--- config.mk ---
export PLATFORM = sky130hd
export DESIGN_NAME = instr_sequencer_flat
export DESIGN_NICKNAME = d
export VERILOG_FILES = /design/src/rtl/seq_pkg.sv /design/src/rtl/instr_sequencer_if.sv /design/src/rtl/wait_timer.sv /design/src/rtl/instr_sequencer.sv /design/src/flat_wrapper.sv
export SDC_FILE = /design/constraint.sdc
export NUM_CORES = 1
export LEC_CHECK = 0
export CORE_UTILIZATION = 36
export CTS_CLUSTER_SIZE = 25
export DETAILED_ROUTE_END_ITERATION = 8
export PLACE_DENSITY = 0.71
export SYNTH_ARGS = -nofsm -noshare
export SYNTH_HDL_FRONTEND = slang
export SYNTH_SLANG_ARGS = --single-unit
--- constraint.sdc ---
create_clock -name clk -period 2 [get_ports clk]
set_clock_uncertainty 0.2 [all_clocks]
set_input_delay 0.2 -clock clk [delete_from_list [all_inputs] [get_ports clk]]
set_output_delay 0.2 -clock clk [all_outputs]
set_load 0.02 [all_outputs]
--- src/rtl/seq_pkg.sv ---
// Shared encodings for the multi-cycle instruction sequencer: state codes,
// decoder field encodings and PC select values.
package seq_pkg;

    typedef enum logic [2:0] {
        StIdle   = 3'd0,
        StFetch  = 3'd1,
        StDecode = 3'd2,
        StExec   = 3'd3,
        StMem    = 3'd4,
        StWb     = 3'd5,
        StHalt   = 3'd6,
        StError  = 3'd7
    } state_t;

    localparam logic [1:0] RwNone  = 2'b00;
    localparam logic [1:0] RwAlu   = 2'b10;
    localparam logic [1:0] RwLoad  = 2'b01;
    localparam logic [1:0] RwStore = 2'b11;

    localparam logic [1:0] DsReg    = 2'b11;
    localparam logic [1:0] DsImm    = 2'b10;
    localparam logic [1:0] DsBranch = 2'b01;
    localparam logic [1:0] DsNone   = 2'b00;

    localparam logic [1:0] PcPlus4  = 2'b00;
    localparam logic [1:0] PcBranch = 2'b01;
    localparam logic [1:0] PcJump   = 2'b10;

    localparam logic [4:0] HaltOpcode = 5'b11111;

endpackage

--- src/rtl/instr_sequencer_if.sv ---
// Instruction/data memory handshake bundle; the sequencer is the master,
// the memories are the slave.
interface instr_sequencer_if;
    logic        imem_req;
    logic        imem_ready;
    logic [31:0] instr_in;
    logic        dmem_req;
    logic        dmem_we;
    logic        dmem_ready;

    modport master (
        output imem_req, dmem_req, dmem_we,
        input  imem_ready, instr_in, dmem_ready
    );

    modport slave (
        input  imem_req, dmem_req, dmem_we,
        output imem_ready, instr_in, dmem_ready
    );
endinterface

--- src/rtl/wait_timer.sv ---
// Handshake wait counter: saturates at WAIT_MAX and flags expiry; clear has
// priority over enable.
module wait_timer #(
    parameter int unsigned WAIT_MAX = 15
) (
    input  logic clk,
    input  logic rst,
    input  logic clear,
    input  logic enable,
    output logic expired
);
    localparam int unsigned CntW = (WAIT_MAX > 0) ? $clog2(WAIT_MAX + 1) : 1;
    localparam logic [CntW-1:0] CntMax = CntW'(WAIT_MAX);

    logic [CntW-1:0] cnt_q;

    always_ff @(posedge clk) begin
        if (rst || clear) begin
            cnt_q <= '0;
        end else if (enable && (cnt_q != CntMax)) begin
            cnt_q <= cnt_q + CntW'(1);
        end
    end

    assign expired = (cnt_q == CntMax);
endmodule

--- src/rtl/instr_sequencer.sv ---
// Multi-cycle FETCH/DECODE/EXEC/MEM/WB control FSM with memory-handshake
// timeout. Optional stall port enabled by defining INSTR_SEQ_STALL_EN.
module instr_sequencer
    import seq_pkg::*;
#(
    parameter int unsigned WAIT_MAX = 15,
    parameter int unsigned CNT_W    = 16
) (
    input  logic                 clk,
    input  logic                 rst,
    input  logic                 start,
`ifdef INSTR_SEQ_STALL_EN
    input  logic                 stall,
`endif
    instr_sequencer_if.master    mem,
    output logic [31:0]          ir,
    output logic [4:0]           opcode,
    input  logic [4:0]           dec_alu_op,
    input  logic [1:0]           dec_data_src,
    input  logic [1:0]           dec_reg_write,
    input  logic [4:0]           dec_branch_op,
    input  logic [4:0]           dec_jump_op,
    input  logic                 alu_zero,
    output logic                 alu_en,
    output logic [4:0]           alu_op,
    output logic                 rf_we,
    output logic                 rf_src,
    output logic                 pc_en,
    output logic [1:0]           pc_sel,
    output logic [2:0]           state,
    output logic                 busy,
    output logic                 err,
    output logic [CNT_W-1:0]     instr_count
);
    state_t           st_q;
    logic [1:0]       data_src_q, reg_write_q;
    logic [4:0]       branch_op_q, jump_op_q;
    logic [CNT_W-1:0] count_q;
    logic             err_q;
    logic             stall_act, waiting, ready_now, expired, is_halt, retire;

`ifdef INSTR_SEQ_STALL_EN
    assign stall_act = stall && busy;
`else
    assign stall_act = 1'b0;
`endif

    assign busy      = (st_q != StIdle) && (st_q != StHalt) && (st_q != StError);
    assign waiting   = (st_q == StFetch) || (st_q == StMem);
    assign ready_now = !stall_act && (((st_q == StFetch) && mem.imem_ready) ||
                                      ((st_q == StMem) && mem.dmem_ready));
    assign opcode    = ir[31:27];
    assign is_halt   = (opcode == HaltOpcode);

    // Leaving FETCH/MEM always coincides with either ready or timeout.
    wait_timer #(
        .WAIT_MAX (WAIT_MAX)
    ) u_wait_timer (
        .clk     (clk),
        .rst     (rst),
        .clear   (!waiting || ready_now),
        .enable  (waiting && !stall_act),
        .expired (expired)
    );

    always_comb begin
        mem.imem_req = (st_q == StFetch);
        mem.dmem_req = (st_q == StMem);
        mem.dmem_we  = (st_q == StMem) && (reg_write_q == RwStore);
        alu_en       = 1'b0;
        rf_we        = 1'b0;
        rf_src       = 1'b0;
        pc_en        = 1'b0;
        pc_sel       = PcPlus4;
        case (st_q)
            StExec: begin
                alu_en = 1'b1;
                if (reg_write_q == RwNone) begin
                    pc_en = 1'b1;
                    if (data_src_q == DsBranch) begin
                        if ((branch_op_q != 5'd0) && alu_zero) pc_sel = PcBranch;
                    end else if (jump_op_q != 5'd0) begin
                        pc_sel = PcJump;
                    end
                end
            end
            StMem: pc_en = mem.dmem_ready && (reg_write_q == RwStore);
            StWb: begin
                rf_we  = 1'b1;
                rf_src = (reg_write_q == RwLoad);
                pc_en  = 1'b1;
            end
            default: ;
        endcase
        if (stall_act) begin
            alu_en = 1'b0;
            rf_we  = 1'b0;
            pc_en  = 1'b0;
        end
    end

    assign retire = pc_en || ((st_q == StDecode) && is_halt && !stall_act);

    always_ff @(posedge clk) begin
        if (rst) begin
            st_q        <= StIdle;
            ir          <= '0;
            alu_op      <= '0;
            data_src_q  <= '0;
            reg_write_q <= '0;
            branch_op_q <= '0;
            jump_op_q   <= '0;
            count_q     <= '0;
            err_q       <= 1'b0;
        end else begin
            if (retire) count_q <= count_q + CNT_W'(1);
            if (!stall_act) begin
                case (st_q)
                    StIdle: if (start) st_q <= StFetch;
                    StFetch: begin
                        if (mem.imem_ready) begin
                            ir   <= mem.instr_in;
                            st_q <= StDecode;
                        end else if (expired) begin
                            st_q  <= StError;
                            err_q <= 1'b1;
                        end
                    end
                    StDecode: begin
                        alu_op      <= dec_alu_op;
                        data_src_q  <= dec_data_src;
                        reg_write_q <= dec_reg_write;
                        branch_op_q <= dec_branch_op;
                        jump_op_q   <= dec_jump_op;
                        st_q        <= is_halt ? StHalt : StExec;
                    end
                    StExec: begin
                        case (reg_write_q)
                            RwLoad, RwStore: st_q <= StMem;
                            RwAlu:           st_q <= StWb;
                            default:         st_q <= StFetch;
                        endcase
                    end
                    StMem: begin
                        if (mem.dmem_ready) begin
                            st_q <= (reg_write_q == RwStore) ? StFetch : StWb;
                        end else if (expired) begin
                            st_q  <= StError;
                            err_q <= 1'b1;
                        end
                    end
                    StWb:    st_q <= StFetch;
                    default: st_q <= st_q;
                endcase
            end
        end
    end

    assign state       = st_q;
    assign err         = err_q;
    assign instr_count = count_q;
endmodule

--- src/flat_wrapper.sv ---
// flat-port wrapper written by rule: the top's interface ports become plain ports
module instr_sequencer_flat import seq_pkg::*;
#(
    parameter int unsigned WAIT_MAX = 15,
    parameter int unsigned CNT_W    = 16
)
  (clk, rst, start, ir, opcode, dec_alu_op, dec_data_src, dec_reg_write, dec_branch_op, dec_jump_op, alu_zero, alu_en, alu_op, rf_we, rf_src, pc_en, pc_sel, state, busy, err, instr_count, mem_imem_req, mem_dmem_req, mem_dmem_we, mem_imem_ready, mem_instr_in, mem_dmem_ready);
  instr_sequencer_if mem_i ();
  input  logic clk;
  input  logic rst;
  input  logic start;
  output logic [31:0] ir;
  output logic [4:0] opcode;
  input  logic [4:0] dec_alu_op;
  input  logic [1:0] dec_data_src;
  input  logic [1:0] dec_reg_write;
  input  logic [4:0] dec_branch_op;
  input  logic [4:0] dec_jump_op;
  input  logic alu_zero;
  output logic alu_en;
  output logic [4:0] alu_op;
  output logic rf_we;
  output logic rf_src;
  output logic pc_en;
  output logic [1:0] pc_sel;
  output logic [2:0] state;
  output logic busy;
  output logic err;
  output logic [CNT_W-1:0] instr_count;
  output wire logic [$bits(mem_i.imem_req)-1:0] mem_imem_req;
  output wire logic [$bits(mem_i.dmem_req)-1:0] mem_dmem_req;
  output wire logic [$bits(mem_i.dmem_we)-1:0] mem_dmem_we;
  input wire logic [$bits(mem_i.imem_ready)-1:0] mem_imem_ready;
  input wire logic [$bits(mem_i.instr_in)-1:0] mem_instr_in;
  input wire logic [$bits(mem_i.dmem_ready)-1:0] mem_dmem_ready;
  assign mem_imem_req = mem_i.imem_req;
  assign mem_dmem_req = mem_i.dmem_req;
  assign mem_dmem_we = mem_i.dmem_we;
  assign mem_i.imem_ready = mem_imem_ready;
  assign mem_i.instr_in = mem_instr_in;
  assign mem_i.dmem_ready = mem_dmem_ready;
  instr_sequencer #(.WAIT_MAX(WAIT_MAX), .CNT_W(CNT_W)) u_core (.clk(clk), .rst(rst), .start(start), .mem(mem_i), .ir(ir), .opcode(opcode), .dec_alu_op(dec_alu_op), .dec_data_src(dec_data_src), .dec_reg_write(dec_reg_write), .dec_branch_op(dec_branch_op), .dec_jump_op(dec_jump_op), .alu_zero(alu_zero), .alu_en(alu_en), .alu_op(alu_op), .rf_we(rf_we), .rf_src(rf_src), .pc_en(pc_en), .pc_sel(pc_sel), .state(state), .busy(busy), .err(err), .instr_count(instr_count));
endmodule
==> flow_metrics.env, run 1 <==
export IMPL_syn_avg_cell_area_um2=8.15
export IMPL_tightest_slew_ps=392
export IMPL_dr_first_iter_drc_count=104
export IMPL_finalHoldViolations=0
export IMPL_critPathKind="register to primary output"
export IMPL_cts_sinks=75
export IMPL_min_period_over_period=0.988
export IMPL_area_growth_pct=52.8
export IMPL_path_max_fanout=2
export IMPL_core_um2=8890
export IMPL_status="finished, final reports clean"
export IMPL_grt_busiest_layer="met2"
export IMPL_drive_above_1_share=0.146
export IMPL_grt_met2_usage=0.330
export IMPL_antenna_left=0
export IMPL_post_cts_setup_buffer_count=0
export IMPL_clk_pin_slew_ps=70
export IMPL_grt_pass1_vias=3234
export IMPL_multiInputGateArea_um2=1710
export IMPL_worst_setup_path_start_kind="register"
export IMPL_antenna_found_initial=0
export IMPL_p_int_w=0.00273
export IMPL_cts_tree="done"
export IMPL_grtUsageMet1=0.226
export IMPL_grtUsageTotal=0.194
export IMPL_endpoint_kind="primary output"
export IMPL_clk_path_buf_depth=2
export IMPL_numPortBuffers=128
export IMPL_fin_util=0.580
export IMPL_dp_hpwl_mm=6.67
export IMPL_setup_viol=0
export IMPL_nNetsFinal=608
export IMPL_drt_wl_total_mm=9.23
export IMPL_total_power_w=0.00365
export IMPL_dr_pass1_iters=4
export IMPL_via_per_inst=5.00
export IMPL_ys_seq_area_frac=0.445
export IMPL_leakagePower_nw=1.93
export IMPL_drv_cap=0
export IMPL_place_ws_ps=-326
export IMPL_critPathRequiredTime_ps=1600
export IMPL_synth_cells=414
export IMPL_max_freq_mhz=506
export IMPL_drc_errors=0
export IMPL_via_count=3302
export IMPL_wl_per_cell_um=14.0
export IMPL_yosysWarnings=0
export IMPL_ctsHtreeMaxLevel=3
export IMPL_ios=129
export IMPL_syn_nets=473
export IMPL_use_met3=0.0674
export IMPL_synth_distinct_cells=45
export IMPL_die_h_um=98.8
export IMPL_fin_area_um2=5160
export IMPL_die_area_um2=9770
export IMPL_rsz0062_at_grt="true"
export IMPL_placed_area_um2=4850
export IMPL_critPathArrivalTime_ps=1580
export IMPL_min_from="rst"
export IMPL_root_buffer="clkbuf_8"
export IMPL_p_sw_w=0.000925
export IMPL_diodes=0
export IMPL_max_slew_margin_rel=0.735
export IMPL_die_w_um=98.8
export IMPL_fillers=821
export IMPL_rr_startpoint="u_core.reg_write_q[0]"
export IMPL_pwr_share_clk=0.374
export IMPL_rows=34
export IMPL_drv_slew=0
export IMPL_hold_class="input port to register"
export IMPL_min_period_ps=1980
export IMPL_grt_pass1_wl_mm=15.1
export IMPL_grt_overflow=0
export IMPL_regArea_um2=1510
export IMPL_syn_area_um2=3380
export IMPL_clk_latency_ps=330
export IMPL_combPwrFrac=0.188
export IMPL_power_density_nw_per_um2=708
export IMPL_grt_start_max_net_pins=33
export IMPL_start_util=0.380
export IMPL_p_sw_frac=0.253
export IMPL_startpoint="u_core.branch_op_q[1]"
export IMPL_seq_power_share=0.438
export IMPL_ys_ff_latch=75
export IMPL_cts_buffers=9
export IMPL_setup_ws_ps=24.3
export IMPL_vdd_drop_max_v=0.000424
export IMPL_place_gp_congestion=0.828
## critical path, cell delays in order (launching register included)
cell	delay, ps
dfxtp_2	320
or4_4	520
o2111a_1	270
buf_6	130
## repair_timing
action,4_1_cts,5_1_grt
cloned,0,1
setup endpoints to repair,13,18
hold buffers,0,0
gates resized for setup,31,16
pin swaps,0,1
## worst paths after layout
kind,endpoint,depth (start not counted),slack [ps]
worst max-delay path,pc_sel[0],3,20
worst min-delay path,u_core.instr_count[1],2,20
worst max register to register,u_core.instr_count[12],6,40
worst min register to register,u_core.ir[3],2,260
## layout by cell type, fill, tap and decap left out, drive strengths merged, types with 3 or more instances in the layout
cell type / count
nor3: 4
buf: 34
clkdlybuf4s15: 4
nor2b: 16
clkbuf: 12
nand3: 7
a211oi: 6
a21oi: 68
nand4: 6
and4: 3
nor2: 21
dfxtp: 75
nand2: 107
and3: 6
inv: 5
o21ai: 7
bufinv: 3
xor2: 3
clkdlybuf4s50: 116
nor3b: 4
mux2: 14
## per-layer routing
layer | share of wire | up-vias
met3 | 0.089 | 9
met5 | 0 | -
met1 | 0.43 | 1523
met2 | 0.47 | 111
met4 | 0.013 | 0
li1 | - | 1659
## Yosys cell counts
library cell  count  area (um2)
o32a_1            1        10.0
dfxtp_1          75        1500
nor3_1            4        20.0
nand4_1           6        37.5
inv_1             3        11.3
o2111a_1          1        11.3
ha_1              2        25.0
nor3b_4           3        56.3
nor3b_1           1        7.51
o21ai_0           7        35.0
a21oi_2           7        61.3
a21oi_1          61         305
or4_1             2        15.0
o21a_1            1        7.51
mux2_2            1        11.3
nor2_1           21        78.8
o211ai_1          2        15.0
a21boi_0          1        7.51
and3_1            6        37.5
and3b_1           1        8.76
a31oi_1           2        12.5
buf_4            10        75.1
a211oi_1          6        45.0
clkbuf_1         15        56.3
nor4b_1           2        17.5
and2_1            2        12.5
buf_2             3        15.0
nand3b_1          1        7.51
inv_2             2        7.51
nor2b_1          16         100
o22ai_1           2        12.5
o41ai_1           1        8.76
mux2_1           13         146
nand2_1         107         402
nand2b_1          2        12.5
nand3_1           6        30.0
or3b_1            1        8.76
xor2_1            3        26.3
nand3_2           1        10.0
mux2i_1           1        10.0
buf_1             3        11.3
a21o_1            1        7.51
buf_6             4        45.0
and4_1            3        26.3
or2_2             1        6.26
## cells by family after synthesis
| kind of cell | share of synthesized area |
|---|---|
| compound gates | 0.160 |
| flops | 0.445 |
| xor+xnor | 0.00778 |
| buf+inv | 0.0656 |
| fa+ha+maj | 0.00741 |
| mux | 0.0497 |
| simple gates | 0.265 |
## flip-flops by register name, summed over array words and instances (netlist names)
name and count:
u_core.jump_op_q 5, u_core.ir 32, u_core.state 3, u_core.instr_count 16
u_core.reg_write_q 2, u_core.u_wait_timer.cnt_q 4, u_core.err 1, u_core.branch_op_q 5
u_core.alu_op 5, u_core.data_src_q 2
## final cells by class
| type | count | area share |
|---|---|---|
| Clock buffer | 10 | 0.0247 |
| Clock inverter | 5 | 0.0199 |
| Inverter | 5 | 0.00364 |
| Multi-Input combinational cell | 299 | 0.331 |
| Sequential cell | 75 | 0.292 |
| Tap cell | 108 | 0.0262 |
| Timing Repair Buffer | 159 | 0.303 |
## metrics by stage
stage	cells	setup TNS, ps	hold WS, ps
global route	661	-40.4	39.5
detailed placement	645	-3460	246
CTS	660	-6.98	1.99
finish	661	0	20.3
global placement	645	-2990	240
floorplan	414	0	136
## power by group through the flow
stage | sequential, W | clock [W] | combinational (W)
2_1_floorplan | 0.00169 | 0 | 0.000292
3_3_place_gp | 0.00163 | 0 | 0.000671
3_5_place_dp | 0.00163 | 0 | 0.000676
4_1_cts | 0.00160 | 0.00141 | 0.000677
5_1_grt | 0.00161 | 0.00146 | 0.000748
6_report | 0.00160 | 0.00136 | 0.000688
(Power assumes the default switching activity.)
==> run 2: changes to the inputs <==
==> constraint.sdc (replaced) <==
create_clock -name clk -period 1.9 [get_ports clk]
set_clock_uncertainty 0.2 [all_clocks]
set_input_delay 0.19 -clock clk [delete_from_list [all_inputs] [get_ports clk]]
set_output_delay 0.19 -clock clk [all_outputs]
set_load 0.02 [all_outputs]
==> run 2 against run 1 <==
Against the previous run:
- the run now ends with setup timing left
- combinational power grew 10%
- clock power grew 26%
- die area is the same
- sequential share of layout area shrank 0.69 points
- core utilization grew 1.6 points
- hold slack gained 38 ps
- via count grew 2.0%
- critical path depth is the same
- non-clock buffer count grew 7
- cell count grew 1.1%
- critical path type unchanged
- critical endpoint unchanged
- largest power group is now the clock network
==> flow_metrics.env, run 2 (synthesis gave the netlist of run 1 again) <==
export IMPL_fin_tns_setup_ps=-46.0
export IMPL_slowest_delay_ps=510
export IMPL_dp_hpwl_mm=6.59
export IMPL_drv_slew=0
export IMPL_place_ws_ps=-371
export IMPL_ios=129
export IMPL_min_period_over_period=1.02
export IMPL_setup_ws_ps=-41.4
export IMPL_rows=34
export IMPL_leakagePower_nw=2.03
export IMPL_status="finished, violations left"
export IMPL_cts_sinks=75
export IMPL_die_area_um2=9770
export IMPL_via_per_inst=5.04
export IMPL_finalHoldViolations=0
export IMPL_fillers=797
export IMPL_grt_overflow=0
export IMPL_vdd_drop_max_v=0.000404
export IMPL_start_util=0.380
export IMPL_path_max_fanout=2
export IMPL_multiInputGateArea_um2=1730
export IMPL_nNetsFinal=615
export IMPL_diodes=0
export IMPL_grt_pass1_wl_mm=15.1
export IMPL_power_density_nw_per_um2=784
export IMPL_drive_above_1_share=0.177
export IMPL_regArea_um2=1510
export IMPL_worst_setup_path_start_kind="register"
export IMPL_antenna_found_initial=0
export IMPL_clk_path_buf_depth=2
export IMPL_critPathRequiredTime_ps=1510
export IMPL_holdWs_ps=58.2
export IMPL_grtUsageTotal=0.194
export IMPL_max_slew_margin_rel=0.764
export IMPL_cp_cell_sequence="or4_4 > o2111a_1 > buf_6"
export IMPL_cts_tree="done"
export IMPL_max_freq_mhz=515
export IMPL_endpoint_kind="primary output"
export IMPL_clk_pin_slew_ps=80
export IMPL_total_power_w=0.00416
export IMPL_critPathKind="register to primary output"
export IMPL_slowest_stage="or4_4"
export IMPL_clk_latency_ps=340
export IMPL_grt_start_max_net_pins=67
export IMPL_dr_pass1_iters=4
export IMPL_dr_first_iter_drc_count=107
export IMPL_die_h_um=98.8
export IMPL_die_w_um=98.8
export IMPL_min_period_ps=1940
export IMPL_via_count=3368
export IMPL_wl_per_cell_um=14.2
export IMPL_numPortBuffers=128
export IMPL_fin_util=0.596
export IMPL_grt_pass1_vias=3265
export IMPL_core_um2=8890
export IMPL_drc_errors=0
export IMPL_final_cell_mix="112 x clkdlybuf4s50_1, 107 x nand2_1, 69 x dfxtp_1"
export IMPL_drv_cap=0
export IMPL_place_gp_congestion=0.806
export IMPL_regMostFlops="u_core.ir"
export IMPL_ctsHtreeMaxLevel=3
export IMPL_setup_viol=2
export IMPL_rsz0062_at_grt="true"
export IMPL_mostFrequentLayoutCell="clkdlybuf4s50_1"
export IMPL_violations="setup timing"
export IMPL_largest_reg_flops=32
export IMPL_antenna_left=0
export IMPL_area_growth_pct=57.0
export IMPL_critPathArrivalTime_ps=1550
export IMPL_tightest_slew_ps=351
export IMPL_drt_wl_total_mm=9.51
export IMPL_cts_buffers=9
export IMPL_root_buffer="clkbuf_8"
export IMPL_hold_class="input port to register"
-- run 2: area by class of cell --
class	instances	area share
timing repair buffer	166	0.307
clock buffer	10	0.0241
multi-input combinational	299	0.327
clock inverter	5	0.0283
sequential	75	0.285
tap	108	0.0255
inverter	5	0.00354
-- run 2: final timing paths --
check	startpoint	to	slack, ps	depth (start not counted)
setup / recovery	u_core.branch_op_q[4]	pc_sel[0]	-40	3
hold / removal	rst	u_core.instr_count[4]	60	3
hold reg to reg	u_core.jump_op_q[4]	u_core.jump_op_q[4]	260	2
setup reg to reg	u_core.reg_write_q[0]	u_core.instr_count[10]	0	5
-- run 2: routing by layer --
metal  global-route usage  vias up  share of wire
met5                    0        -              0
met4               0.0689        0         0.0074
li1                     -     1676              -
met2                0.330      112           0.48
met3               0.0688        5          0.086
met1                0.224     1575           0.42
-- run 2: metrics by stage --
step | std cells | cell area [um2]
after CTS | 666 | 5230
after detailed placement | 651 | 4930
after floorplan | 414 | 3400
final | 668 | 5300
after global routing | 668 | 5300
after global placement | 651 | 4930
-- run 2: critical path: cells and delay by family (launching register included) --
kind                   cells  cell delay (ps)
flip-flops                 1              320
buffers and inverters      1              130
AO/OA/AOI/OAI              1              250
AND/OR/NAND/NOR            1              510
-- run 2: power breakdown --
group | internal, W | switching [W]
Combinational | 0.000392 | 0.000366
Sequential | 0.00164 | 0.0000457
Clock | 0.00113 | 0.000580
Total | 0.00317 | 0.000991
-- run 2: timing repair --
item                                    in CTS  in global routing
resized for setup                           46                 25
pin swaps                                    2                  2
buffers inserted                             0                  1
hold buffers                                 0                  0
endpoints found under the setup margin      19                 51
gates cloned                                 0                  1
==> run 3: changes to the inputs <==
--- a/config.mk
+++ b/config.mk
@@ -5,10 +5,10 @@
 export SDC_FILE = /design/constraint.sdc
 export NUM_CORES = 1
 export LEC_CHECK = 0
-export CORE_UTILIZATION = 36
+export CORE_UTILIZATION = 44
 export CTS_CLUSTER_SIZE = 25
 export DETAILED_ROUTE_END_ITERATION = 8
-export PLACE_DENSITY = 0.71
+export PLACE_DENSITY = 0.87
 export SYNTH_ARGS = -nofsm -noshare
 export SYNTH_HDL_FRONTEND = slang
 export SYNTH_SLANG_ARGS = --single-unit
==> run 3 against run 2 <==
Against the previous run:
- the flow still finishes with violations (setup timing)
- core utilization up 13 points
- combinational power is 1% lower
- maximum frequency down 0.86%
- die area fell by 18%
- via count is 0.21% higher
- largest power group is now registers
- highest routed layer unchanged
==> flow_metrics.env, run 3 (synthesis gave the netlist of run 1 again) <==
export IMPL_place_gp_congestion=0.851
export IMPL_endpoint_kind="primary output"
export IMPL_total_power_w=0.00380
export IMPL_diodes=0
export IMPL_tightest_slew_ps=457
export IMPL_die_h_um=89.6
export IMPL_regMostFlops="u_core.ir"
export IMPL_fin_util=0.721
export IMPL_die_w_um=89.6
export IMPL_area_growth_pct=56.6
export IMPL_via_per_inst=5.11
export IMPL_vdd_drop_max_v=0.000481
export IMPL_antenna_found_initial=0
export IMPL_postCtsHoldBufs=0
export IMPL_stdcell_count=661
export IMPL_leakagePower_nw=2.03
export IMPL_power_density_nw_per_um2=718
export IMPL_critPathRequiredTime_ps=1510
export IMPL_drv_cap=0
export IMPL_hold_path_end="u_core.u_wait_timer.cnt_q[3]"
export IMPL_path_max_fanout=2
export IMPL_nNetsFinal=616
export IMPL_finalHoldViolations=0
export IMPL_fin_tns_setup_ps=-105
export IMPL_ios=129
export IMPL_grt_pass1_vias=3295
export IMPL_drv_slew=0
export IMPL_die_area_um2=8030
export IMPL_status="finished, violations left"
export IMPL_path_buf_inv=1
export IMPL_path_delay_family="simple AND/OR/NAND/NOR gates"
export IMPL_dr_first_iter_drc_count=149
export IMPL_via_count=3375
export IMPL_mostFrequentLayoutCell="clkdlybuf4s50_1"
export IMPL_slowest_stage="or4_4"
export IMPL_drt_wl_total_mm=9.55
export IMPL_hold_class="input port to register"
export IMPL_core_um2=7330
export IMPL_antenna_left=0
export IMPL_cts_tree="done"
export IMPL_r2r_slack_ps=-10
export IMPL_largest_reg_flops=32
export IMPL_ff2ff_path_depth=5
export IMPL_slowest_delay_ps=510
export IMPL_placed_area_um2=4890
export IMPL_grtUsageTotal=0.237
export IMPL_place_inst=639
export IMPL_min_period_ps=1960
export IMPL_min_from="rst"
export IMPL_max_freq_mhz=511
export IMPL_final_cell_mix="113 x clkdlybuf4s50_1, 107 x nand2_1, 67 x dfxtp_1"
export IMPL_cp_cell_sequence="or4_4 > o2111a_1 > buf_6"
export IMPL_clk_latency_ps=340
export IMPL_fin_area_um2=5290
export IMPL_min_period_over_period=1.03
export IMPL_rr_startpoint="u_core.state[2]"
export IMPL_rsz0062_at_grt="true"
export IMPL_critPathArrivalTime_ps=1570
export IMPL_start_util=0.460
export IMPL_cts_buffers=9
export IMPL_grt_start_max_net_pins=67
export IMPL_clk_path_buf_depth=2
export IMPL_wl_per_cell_um=14.5
export IMPL_worst_setup_path_start_kind="register"
export IMPL_critPathKind="register to primary output"
export IMPL_violations="setup timing"
export IMPL_dr_pass1_iters=4
export IMPL_clk_pin_slew_ps=80
export IMPL_drive_above_1_share=0.178
export IMPL_numPortBuffers=128
export IMPL_reg2reg_to="u_core.instr_count[15]"
export IMPL_drc_errors=0
export IMPL_max_slew_margin_rel=0.691
export IMPL_setup_ws_ps=-58.2
export IMPL_cts_sinks=75
export IMPL_whs_path_depth=5
export IMPL_setup_viol=6
export IMPL_root_buffer="clkbuf_8"
export IMPL_dp_hpwl_mm=6.64
export IMPL_grt_pass1_wl_mm=14.6
export IMPL_ctsHtreeMaxLevel=3
export IMPL_grt_overflow=0
export IMPL_rows=31
[run 3: changes by cell type in the layout (fill, tap and decap cells not counted), sizes merged, moves of 2 or more]
| cell | before | now |
|---|---|---|
| bufinv | 5 | 2 |
| clkbuf | 13 | 15 |
| clkinv | 0 | 2 |
| dlygate4sd2 | 3 | 1 |
| dlymetal6s2s | 2 | 4 |
[run 3: worst min-delay path, delay by kind of cell]
family          cells  cell delay (ps)
compound gates      2              120
buf+inv             2              280
simple gates        1               40
[run 3: worst max path at each step]
stage / startpoint / to / cells past startpoint
floorplan: u_core.instr_count[3] / u_core.instr_count[14] / 5
global placement: mem_dmem_ready / u_core.instr_count[10] / 6
detailed placement: mem_dmem_ready / u_core.instr_count[14] / 6
CTS: u_core.branch_op_q[1] / pc_sel[0] / 3
global route: u_core.branch_op_q[3] / pc_sel[0] / 3
finish: u_core.branch_op_q[3] / pc_sel[0] / 3
[run 3: final cells by class]
| cell class | instances | area (um2) |
|---|---|---|
| clock inverters | 4 | 73.8 |
| multi-input cells | 299 | 1770 |
| inverters | 5 | 18.8 |
| flip-flops and latches | 75 | 1520 |
| well taps | 99 | 124 |
| repair buffers | 167 | 1640 |
| clock buffers | 12 | 145 |
| fillers | 527 | 2040 |
[run 3: where the power goes]
part           leakage (nW)  internal, W  switching (W)
Sequential            0.611      0.00164      0.0000461
Combinational          1.30     0.000382       0.000368
Clock                 0.111     0.000778       0.000584
[run 3: stage by stage]
| stage | worst slack (ps) | hold slack, ps |
|---|---|---|
| after floorplan | 1.16 | 126 |
| after global placement | -352 | 239 |
| after detailed placement | -418 | 242 |
| after CTS | -66.1 | 129 |
| after global routing | -113 | 144 |
| final | -58.2 | 141 |
[run 3: timing repair]
item,4_1_cts,5_1_grt
buffers inserted,0,3
setup endpoints to repair,16,26
pin swaps,1,7
gates resized for setup,35,37
gates cloned,1,2
[run 3: layer usage]
layer  routed length (um)  up-vias  track usage
li1                     -     1678            -
met1                 3850     1542        0.270
met2                 4710      139        0.405
met3                  798       16       0.0841
met4                  193        0       0.0952
met5                    0        -            0
